## config.mk

```make
export PLATFORM = sky130hd
export DESIGN_NAME = scl_ddr_gen
export DESIGN_NICKNAME = d
export VERILOG_FILES = /design/src/rtl/scl_ddr_gen_pkg.sv /design/src/rtl/scl_ddr_gen_edge_counter.sv /design/src/rtl/scl_ddr_gen.sv
export SDC_FILE = /design/constraint.sdc
export NUM_CORES = 1
export LEC_CHECK = 0
export ABC_CLOCK_PERIOD_IN_PS = 3300
export BUFFER_PORTS_ARGS = -buffer_cell sky130_fd_sc_hd__buf_4
export CAP_MARGIN = 20
export CORE_ASPECT_RATIO = 0.75
export CORE_MARGIN = 3
export CORE_UTILIZATION = 40
export CTS_CLUSTER_SIZE = 20
export DETAILED_ROUTE_END_ITERATION = 10
export HOLD_SLACK_MARGIN = 0.05
export PLACE_DENSITY_LB_ADDON = 0.05
export SYNTH_ARGS = -nofsm -noshare
export SYNTH_HDL_FRONTEND = slang
export SYNTH_HIERARCHICAL = 1
export SYNTH_SLANG_ARGS = --single-unit
```

## constraint.sdc

```tcl
create_clock -name i_sys_clk -period 3.3 [get_ports i_sys_clk]
set_input_delay 0.825 -clock i_sys_clk [delete_from_list [all_inputs] [get_ports i_sys_clk]]
set_output_delay 0.825 -clock i_sys_clk [all_outputs]
set_load 0.02 [all_outputs]
```

## src/rtl/scl_ddr_gen_pkg.sv

```systemverilog
// Shared i3c DDR definitions: SCL generator state encoding and default timing.
package scl_ddr_gen_pkg;

    typedef enum logic [1:0] {
        IDLE = 2'd0,
        LOW  = 2'd1,
        HIGH = 2'd2
    } scl_state_e;

    // Half-periods are in system clock cycles; frame length is in SCL edges.
    localparam int DEF_PP_HALF    = 2;
    localparam int DEF_OD_HALF    = 10;
    localparam int DEF_FRAME_BITS = 20;

endpackage

```

## src/rtl/scl_ddr_gen_edge_counter.sv

```systemverilog
// DDR edge counter: counts SCL strobes (both edges) and flags the last edge
// of each frame. The frame length may change at any time; a count already at
// or past the new last edge wraps on the next strobe.
module ddr_edge_counter
    import scl_ddr_gen_pkg::*;
#(
    parameter int BIT_W      = 5,
    parameter int FRAME_BITS = DEF_FRAME_BITS
) (
    input  logic             i_sys_clk,
    input  logic             i_rst_n,
    input  logic             i_strobe,
    input  logic             i_en,
    input  logic             i_clear,
    input  logic [BIT_W-1:0] i_frame_len,
    output logic [BIT_W-1:0] o_count,
    output logic             o_frame_done
);

    logic [BIT_W-1:0] count_q, count_d;
    logic             done_q, done_d;
    logic [BIT_W-1:0] last_edge;

    // Next count / frame-done; a zero frame length selects the default length.
    always_comb begin
        // NOTE: every signal gets a default first so no path leaves it unassigned (no latch).
        count_d   = count_q;
        done_d    = 1'b0;
        last_edge = (i_frame_len == '0) ? BIT_W'(FRAME_BITS - 1)
                                        : i_frame_len - BIT_W'(1);
        if (i_clear || !i_en) begin
            count_d = '0;
        end else if (i_strobe) begin
            if (count_q >= last_edge) begin
                count_d = '0;
                done_d  = 1'b1;
            end else begin
                count_d = count_q + BIT_W'(1);
            end
        end
    end

    // Count and frame-done registers.
    always_ff @(posedge i_sys_clk or negedge i_rst_n) begin
        if (!i_rst_n) begin
            count_q <= '0;
            done_q  <= 1'b0;
        end else begin
            // NOTE: non-blocking so every flop samples pre-edge values.
            count_q <= count_d;
            done_q  <= done_d;
        end
    end

    assign o_count      = count_q;
    assign o_frame_done = done_q;

endmodule

```

## src/rtl/scl_ddr_gen.sv

```systemverilog
// I3C DDR SCL generator: produces SCL as registered data with one-cycle edge
// strobes, push-pull or open-drain half-periods, stall/idle control, and an
// edge counter that marks frame boundaries.
module scl_ddr_gen
    import scl_ddr_gen_pkg::*;
#(
    parameter int PP_HALF    = DEF_PP_HALF,
    parameter int OD_HALF    = DEF_OD_HALF,
    parameter int HALF_W     = 8,
    parameter int BIT_W      = 5,
    parameter int FRAME_BITS = DEF_FRAME_BITS
) (
    input  logic             i_sys_clk,
    input  logic             i_rst_n,
    input  logic             i_en,
    input  logic             i_pp_od,
    input  logic             i_stall,
    input  logic             i_idle,
    input  logic             i_bitcnt_en,
    input  logic [BIT_W-1:0] i_frame_len,
    output logic             o_scl,
    output logic             o_scl_pos_edge,
    output logic             o_scl_neg_edge,
    output logic [BIT_W-1:0] o_bit_count,
    output logic             o_frame_done,
    output logic             o_busy
);

    scl_state_e        state_q, state_d;
    logic [HALF_W-1:0] cnt_q, cnt_d;
    logic [HALF_W-1:0] len_q, len_d;     // length of the half in progress
    logic              scl_q, scl_d;
    logic              pos_q, pos_d;
    logic              neg_q, neg_d;
    logic              busy_q, busy_d;
    logic              count_stb;        // strobe that the edge counter may count
    logic [HALF_W-1:0] half_sel;
    logic              half_end;

    assign half_sel = i_pp_od ? HALF_W'(PP_HALF) : HALF_W'(OD_HALF);
    assign half_end = (cnt_q == len_q - HALF_W'(1));

    // Next state, half counter, SCL level and strobes; idle beats stall beats run.
    always_comb begin
        state_d   = state_q;
        cnt_d     = cnt_q;
        len_d     = len_q;
        scl_d     = scl_q;
        pos_d     = 1'b0;
        neg_d     = 1'b0;
        count_stb = 1'b0;
        if (i_idle) begin
            // The release strobe is not a data edge, so it is never counted.
            state_d = IDLE;
            cnt_d   = '0;
            scl_d   = 1'b1;
            pos_d   = ~scl_q;
        end else if (!i_stall) begin
            case (state_q)
                IDLE: begin
                    cnt_d = '0;
                    if (i_en) begin
                        state_d   = LOW;
                        scl_d     = 1'b0;
                        neg_d     = 1'b1;
                        count_stb = 1'b1;
                        len_d     = half_sel;
                    end
                end
                LOW: begin
                    if (half_end) begin
                        state_d   = HIGH;
                        cnt_d     = '0;
                        scl_d     = 1'b1;
                        pos_d     = 1'b1;
                        count_stb = 1'b1;
                        len_d     = half_sel;
                    end else begin
                        cnt_d = cnt_q + HALF_W'(1);
                    end
                end
                HIGH: begin
                    if (half_end) begin
                        cnt_d = '0;
                        if (i_en) begin
                            state_d   = LOW;
                            scl_d     = 1'b0;
                            neg_d     = 1'b1;
                            count_stb = 1'b1;
                            len_d     = half_sel;
                        end else begin
                            state_d = IDLE;
                        end
                    end else begin
                        cnt_d = cnt_q + HALF_W'(1);
                    end
                end
                default: begin
                    state_d = IDLE;
                    cnt_d   = '0;
                    scl_d   = 1'b1;
                end
            endcase
        end
        busy_d = (state_d != IDLE);
    end

    // State and output registers; reset parks SCL high with no strobe.
    always_ff @(posedge i_sys_clk or negedge i_rst_n) begin
        if (!i_rst_n) begin
            state_q <= IDLE;
            cnt_q   <= '0;
            len_q   <= HALF_W'(PP_HALF);
            scl_q   <= 1'b1;
            pos_q   <= 1'b0;
            neg_q   <= 1'b0;
            busy_q  <= 1'b0;
        end else begin
            state_q <= state_d;
            cnt_q   <= cnt_d;
            len_q   <= len_d;
            scl_q   <= scl_d;
            pos_q   <= pos_d;
            neg_q   <= neg_d;
            busy_q  <= busy_d;
        end
    end

    ddr_edge_counter #(
        .BIT_W      (BIT_W),
        .FRAME_BITS (FRAME_BITS)
    ) u_edge_counter (
        .i_sys_clk    (i_sys_clk),
        .i_rst_n      (i_rst_n),
        .i_strobe     (count_stb),
        .i_en         (i_bitcnt_en),
        .i_clear      (i_idle),
        .i_frame_len  (i_frame_len),
        .o_count      (o_bit_count),
        .o_frame_done (o_frame_done)
    );

    assign o_scl          = scl_q;
    assign o_scl_pos_edge = pos_q;
    assign o_scl_neg_edge = neg_q;
    assign o_busy         = busy_q;

endmodule

```

-- Word-level counts from Yosys, hierarchy flattened
Cells that the tools add are included.
- flip-flop bits (word level): 28
- bits in latches: 0
- RAM bits: 0
- ROM bits: 0
- output and inout bits: 10
- memories kept: 0
- $add $sub $neg: 4
- multipliers: 0
- div/mod/pow operators: 0
- $lt $le $gt $ge: 1
- equal/unequal tests: 8
- shift operators: 0
- muxes and demuxes: 41
- bitwise operators: 3
- reduce and logical (&&, ||, !) cells: 10
- operator list (cell ; number):
    8-bit 2-to-1 mux ; 7
    8-bit case mux with 3 select lines ; 1
    5-bit 2-to-1 mux ; 4
    1-bit 2-to-1 mux ; 19
    2-bit 2-to-1 mux ; 5
    8-bit by 1-bit adder with 8-bit output, second input constant ; 1
    8-bit equality test ; 1
    8-bit by 1-bit subtractor with 8-bit output, second input constant ; 1
    3-bit inequality test, second input constant ; 2
    1-bit case mux with 3 select lines ; 2
    2-bit case mux with 3 select lines ; 1
    5-bit by 1-bit adder with 5-bit output, second input constant ; 1
    5-bit greater-or-equal comparator ; 1
    5-bit logical NOT ; 1
    5-bit AND reduction ; 1
    5-bit by 1-bit subtractor with 5-bit output, second input constant ; 1
    4-bit 2-to-1 mux ; 1
    2-bit inequality test, second input constant ; 2
    2-bit nonzero test ; 2
    1-bit inverter ; 3
    3-bit AND reduction ; 1
    3-bit nonzero test ; 1
    2-bit by 1-bit equality test with 1-bit output, second input constant ; 1
    2-bit equality test, second input constant ; 1
    other kinds (6) ; 6

-- Longest topological paths before layout
- depth in word-level cells: 8
- gate-level depth with buffers: 10
- gate-level depth less buffers: 10

-- Modules after synthesis
Netlist, hierarchy kept.
- by module, submodules not included (module ; instances ; cells an instance ; area each (sq um) ; seq. area each (sq um)):
    scl_ddr_gen ; 1 ; 97 ; 945.9 ; 376.6
    ddr_edge_counter ; 1 ; 63 ; 548.0 ; 150.1

-- Worst setup path before layout
No wires, ideal clock.
- path kind: input-to-reg
- start: input port i_frame_len[0]
- end: register u_edge_counter.done_q, in the netlist u_edge_counter/o_frame_done
- library setup time: 120 ps
- arrival time: 2216 ps
- data required time: 3180 ps
- setup slack: 964 ps
- stages on the path: 10
- path buffers: 0
- cells stage by stage: inv_1 -> ha_1 -> nand2b_1 -> nor2_1 -> a21oi_1 -> ha_1 -> a21o_1 -> a31oi_4 -> o21ai_2 -> and3_1
- cells in the longest elaborated chain, start to end: 6
- RTL lines (element ; RTL line ; text):
    start: declaration ; scl_ddr_gen.sv:20 ; input logic [BIT_W-1:0] i_frame_len,
    5-bit by 1-bit subtractor with 5-bit output or 5-bit logical NOT (tied branches) ; scl_ddr_gen_edge_counter.sv:30, scl_ddr_gen_edge_counter.sv:29 ;
    5-bit 2-to-1 mux (*) ; scl_ddr_gen_edge_counter.sv:29 ; last_edge = (i_frame_len == '0) ? BIT_W'(FRAME_BITS - 1)
    5-bit greater-or-equal comparator (*) ; scl_ddr_gen_edge_counter.sv:34 ; if (count_q >= last_edge) begin
    1-bit 2-to-1 mux (*) ; scl_ddr_gen_edge_counter.sv:34 ;
    1-bit 2-to-1 mux (*) ; scl_ddr_gen_edge_counter.sv:33 ; end else if (i_strobe) begin
    1-bit 2-to-1 mux (*) ; scl_ddr_gen_edge_counter.sv:31 ; if (i_clear || !i_en) begin
    net u_edge_counter.done_d ; scl_ddr_gen_edge_counter.sv:21 ; logic done_q, done_d;
    end signal: assignment ; scl_ddr_gen_edge_counter.sv:51 ; done_q <= done_d;
    end: declaration ; scl_ddr_gen_edge_counter.sv:21 ;
The timed path passes the listed nets; every way through them passes the cells marked *.
A chain may end at the register's enable or synchronous reset.

-- Final worst setup path
- start: register cnt_q[1]
- end: register u_edge_counter.count_q[4], in the netlist u_edge_counter/o_count[4]
- cells in the longest elaborated chain, start to end: 6
- RTL lines (element ; RTL line ; text):
    start: declaration ; scl_ddr_gen.sv:30 ; logic [HALF_W-1:0] cnt_q, cnt_d;
    start signal: assignment ; scl_ddr_gen.sv:120 ; cnt_q <= cnt_d;
    8-bit equality test (*) ; scl_ddr_gen.sv:41 ; assign half_end = (cnt_q == len_q - HALF_W'(1));
    1-bit 2-to-1 mux (on tied branches) ; scl_ddr_gen.sv:83, scl_ddr_gen.sv:71 ;
    1-bit case mux with 3 select lines (*) ; scl_ddr_gen.sv:59 ; case (state_q)
    1-bit 2-to-1 mux (*) ; scl_ddr_gen.sv:58 ; end else if (!i_stall) begin
    1-bit 2-to-1 mux (*) ; scl_ddr_gen.sv:52 ; if (i_idle) begin
    net count_stb ; scl_ddr_gen.sv:36 ; logic count_stb;
    2-bit nonzero test (no source line) (*) ; - ;
    end signal: assignment ; scl_ddr_gen_edge_counter.sv:50 ; count_q <= count_d;
    end: declaration ; scl_ddr_gen_edge_counter.sv:20 ; logic [BIT_W-1:0] count_q, count_d;
Marks and branches as above.

==> impl_metrics.tcl <==
set metrics [dict create \
    grt_max_degree 22 \
    synth.area.top_cells "dfrtp_1, ha_1, nor2_1, inv_1, a21oi_1" \
    portBuffers 21 \
    post-place-ws_ns 0.659 \
    antenna_found_initial 0 \
    h-tree-depth 1 \
    rows 18 \
    avgSynthCellArea_um2 9.34 \
    p_leak_nw 0.750 \
    worstPathCellList "inv_1 -> ha_1 -> nor4b_4 -> nand3_1 -> a2bb2oi_1 -> nor2_1 -> inv_1 -> nor4_1 -> o211ai_1 -> o211ai_1" \
    diodes 0 \
    track_usage_pct 15.3 \
    post-cts-setup-buffers 0 \
    finalMaxSlewViolations 0 \
    setup_viol 0 \
    synth_nets 185 \
    dieArea_mm2 0.00451 \
    synth_top_cell_area_share_pct 33.5 \
    core_mm2 0.00342 \
    r2r_slack_ns 0.85 \
    hold_buffers 0 \
    drc 0 \
    grt_pass1_vias 1133 \
    setup_slack_ns 0.855 \
    syn_to_final_growth_pct 16.1 \
    routed_wl_um 3250 \
    cts_resized 0 \
    grt_pass1_wl_um 5530 \
    hold_violations 0 \
    dp_hpwl_um 2490 \
    yosys_warnings 6 \
    crit_required_ns 3.47 \
    setup_tns_ns 0 \
    relSlewSlack_pct 65.2 \
    worst_hold_path_type "in2async" \
    irDropWorstVdd_uv 270 \
    root_buffer "clkbuf_8" \
    startpoint_type "flip-flop" \
    ios 22 \
    drt_iter0_markers 88 \
    cts_buffers 3 \
    gp_congestion 0.841 \
    antenna_left 0 \
    r2r.worst_path.cells 10 \
    ys_types 45 \
    cts_max_path_buffers 2 \
    ys.flop_type "dfrtp_1" \
    slowest_stage "dfrtp_1" \
    arrival_ns 2.62 \
    finalCriticalPeriod_ns 2.45 \
    power.density_mw_per_mm2 318 \
    max_slew.worst_pin.slew_ns 0.518 \
    drive_gt1_share_pct 19.2 \
    yosysSeqAreaShare_pct 35.3 \
    syn_inst 160 \
    mostFrequentLayoutCell "buf_4" \
    endpoint_kind "flip-flop" \
    grt_overflow 0 \
    fin_area_mm2 0.00173 \
    synth_edf_count 0 \
    slowest_delay_ns 0.43 \
    finalClockSkew_ns 0.00161 \
    critical_path_class "reg2reg" \
    fill_cells 343 \
    drt_first_pass_iters 4 \
    clkTransAtPathRegs_ns 0.08 \
    ys_seq_elements 21 \
    nets 208 \
    maxCapViolations 0 \
    die_w_um 76.6 \
    die_y_um 58.9 \
    synth_top_area_cell "dfrtp_1" \
    num_vias 1267 \
    syn_area_mm2 0.00149 \
    finalCritPeriodShare_pct 74.1 \
    critPathMaxFanout 8 \
    start_util_pct 43.6 \
    outcome "completed" \
    drt-wirelength-per-cell_um 14.0 \
    layout_common_cells "buf_4, dfrtp_1, nor2_1, inv_1, ha_1" \
    synthArstFlopShare_pct 100 \
    finalCoreUtilization_pct 50.7 \
    rsz0062_at_grt "false" \
    fmax_mhz 409 \
    clk_latency_ns 0.26 \
    vias_per_cell 5.46 \
    placed_cell_area_mm2 0.00169 \
    cts.sinks 21 \
    tritoncts "yes" \
]
power by group:
| group | internal (W) | switching [W] |
|---|---|---|
| Combinational | 0.0000444 | 0.0000659 |
| Sequential | 0.000267 | 0.00000686 |
| Clock | 0.0000840 | 0.0000834 |
| Total | 0.000396 | 0.000156 |
cell families (layout without fill, tap and decap cells):
group,count (synthesis),after routing,share of synthesized area [%]
AO/OA/AOI/OAI,38,38,20.0
XOR/XNOR,8,8,4.69
adder cells (fa/ha/maj),13,13,10.9
buffers and inverters,16,38,5.02
flip-flops,21,21,35.3
multiplexers,1,1,0.670
AND/OR/NAND/NOR,63,63,23.4
worst max-delay path: cells and delay by family (launching register included):
| family | cells | cell delay (ns) |
|---|---|---|
| fa+ha+maj | 1 | 0.13 |
| simple gates | 4 | 1.04 |
| buf+inv | 2 | 0.29 |
| compound gates | 3 | 0.47 |
| flops | 1 | 0.43 |
per-layer routing:
metal  up-vias  global-route usage [%]  part of all wire, %
li1        636                       -                    -
met2        36                    22.9                   42
met1       593                    22.8                   52
met4         0                    1.55                 0.34
met3         2                    4.28                  6.2
met5         -                       0                    0
flip-flops by register name, indices dropped and copies added (netlist names):
register	flops
u_edge_counter/o_count	5
u_edge_counter/o_frame_done	1
state_q	2
o_scl_pos_edge	1
len_q	1
cnt_q	8
o_scl_neg_edge	1
o_scl	1
o_busy	1
cell usage after synthesis (all sizes together), types with 2 or more instances:
master and instances:
dfrtp 20, nor2 16, ha 13, inv 13, a21oi 10, nand2 9, nand3 9, o211ai 7
o21ai 6, nand2b 4, nand4 4, nor2b 4, xnor2 4, xor2 4, and3 3, nor4 3
nor4b 3, o2111ai 3, or3 3, a31oi 2, buf 2, nor3 2, nor3b 2
final cells by class:
| cell class | count | area [µm²] | area share [%] |
|---|---|---|---|
| multi-input combinational | 123 | 892 | 51.4 |
| sequential | 21 | 527 | 30.4 |
| timing repair buffer | 21 | 158 | 9.09 |
| tap | 50 | 62.6 | 3.61 |
| inverter | 13 | 48.8 | 2.81 |
| clock buffer | 3 | 41.3 | 2.38 |
| clock inverter | 1 | 5.00 | 0.289 |
through the flow:
step,total power (W),hold WS (ns),std cells
after detailed placement,0.000389,0.541,228
after floorplan,0.000351,0.511,160
after global routing,0.000591,0.446,232
after CTS,0.000563,0.442,232
after global placement,0.000388,0.533,228
final,0.000552,0.443,232
path summary, 6_finish.rpt:
check                      startpoint                         to
min in group i_sys_clk       len_q[3]                   len_q[3]
max reg2reg                  cnt_q[1]  u_edge_counter/o_count[4]
min reg2reg                  len_q[3]                   len_q[3]
max                          cnt_q[1]  u_edge_counter/o_count[4]
min                           i_rst_n                 state_q[1]
max in group asynchronous     i_rst_n                      o_scl
Note: power is estimated with default switching activity, not from simulation.
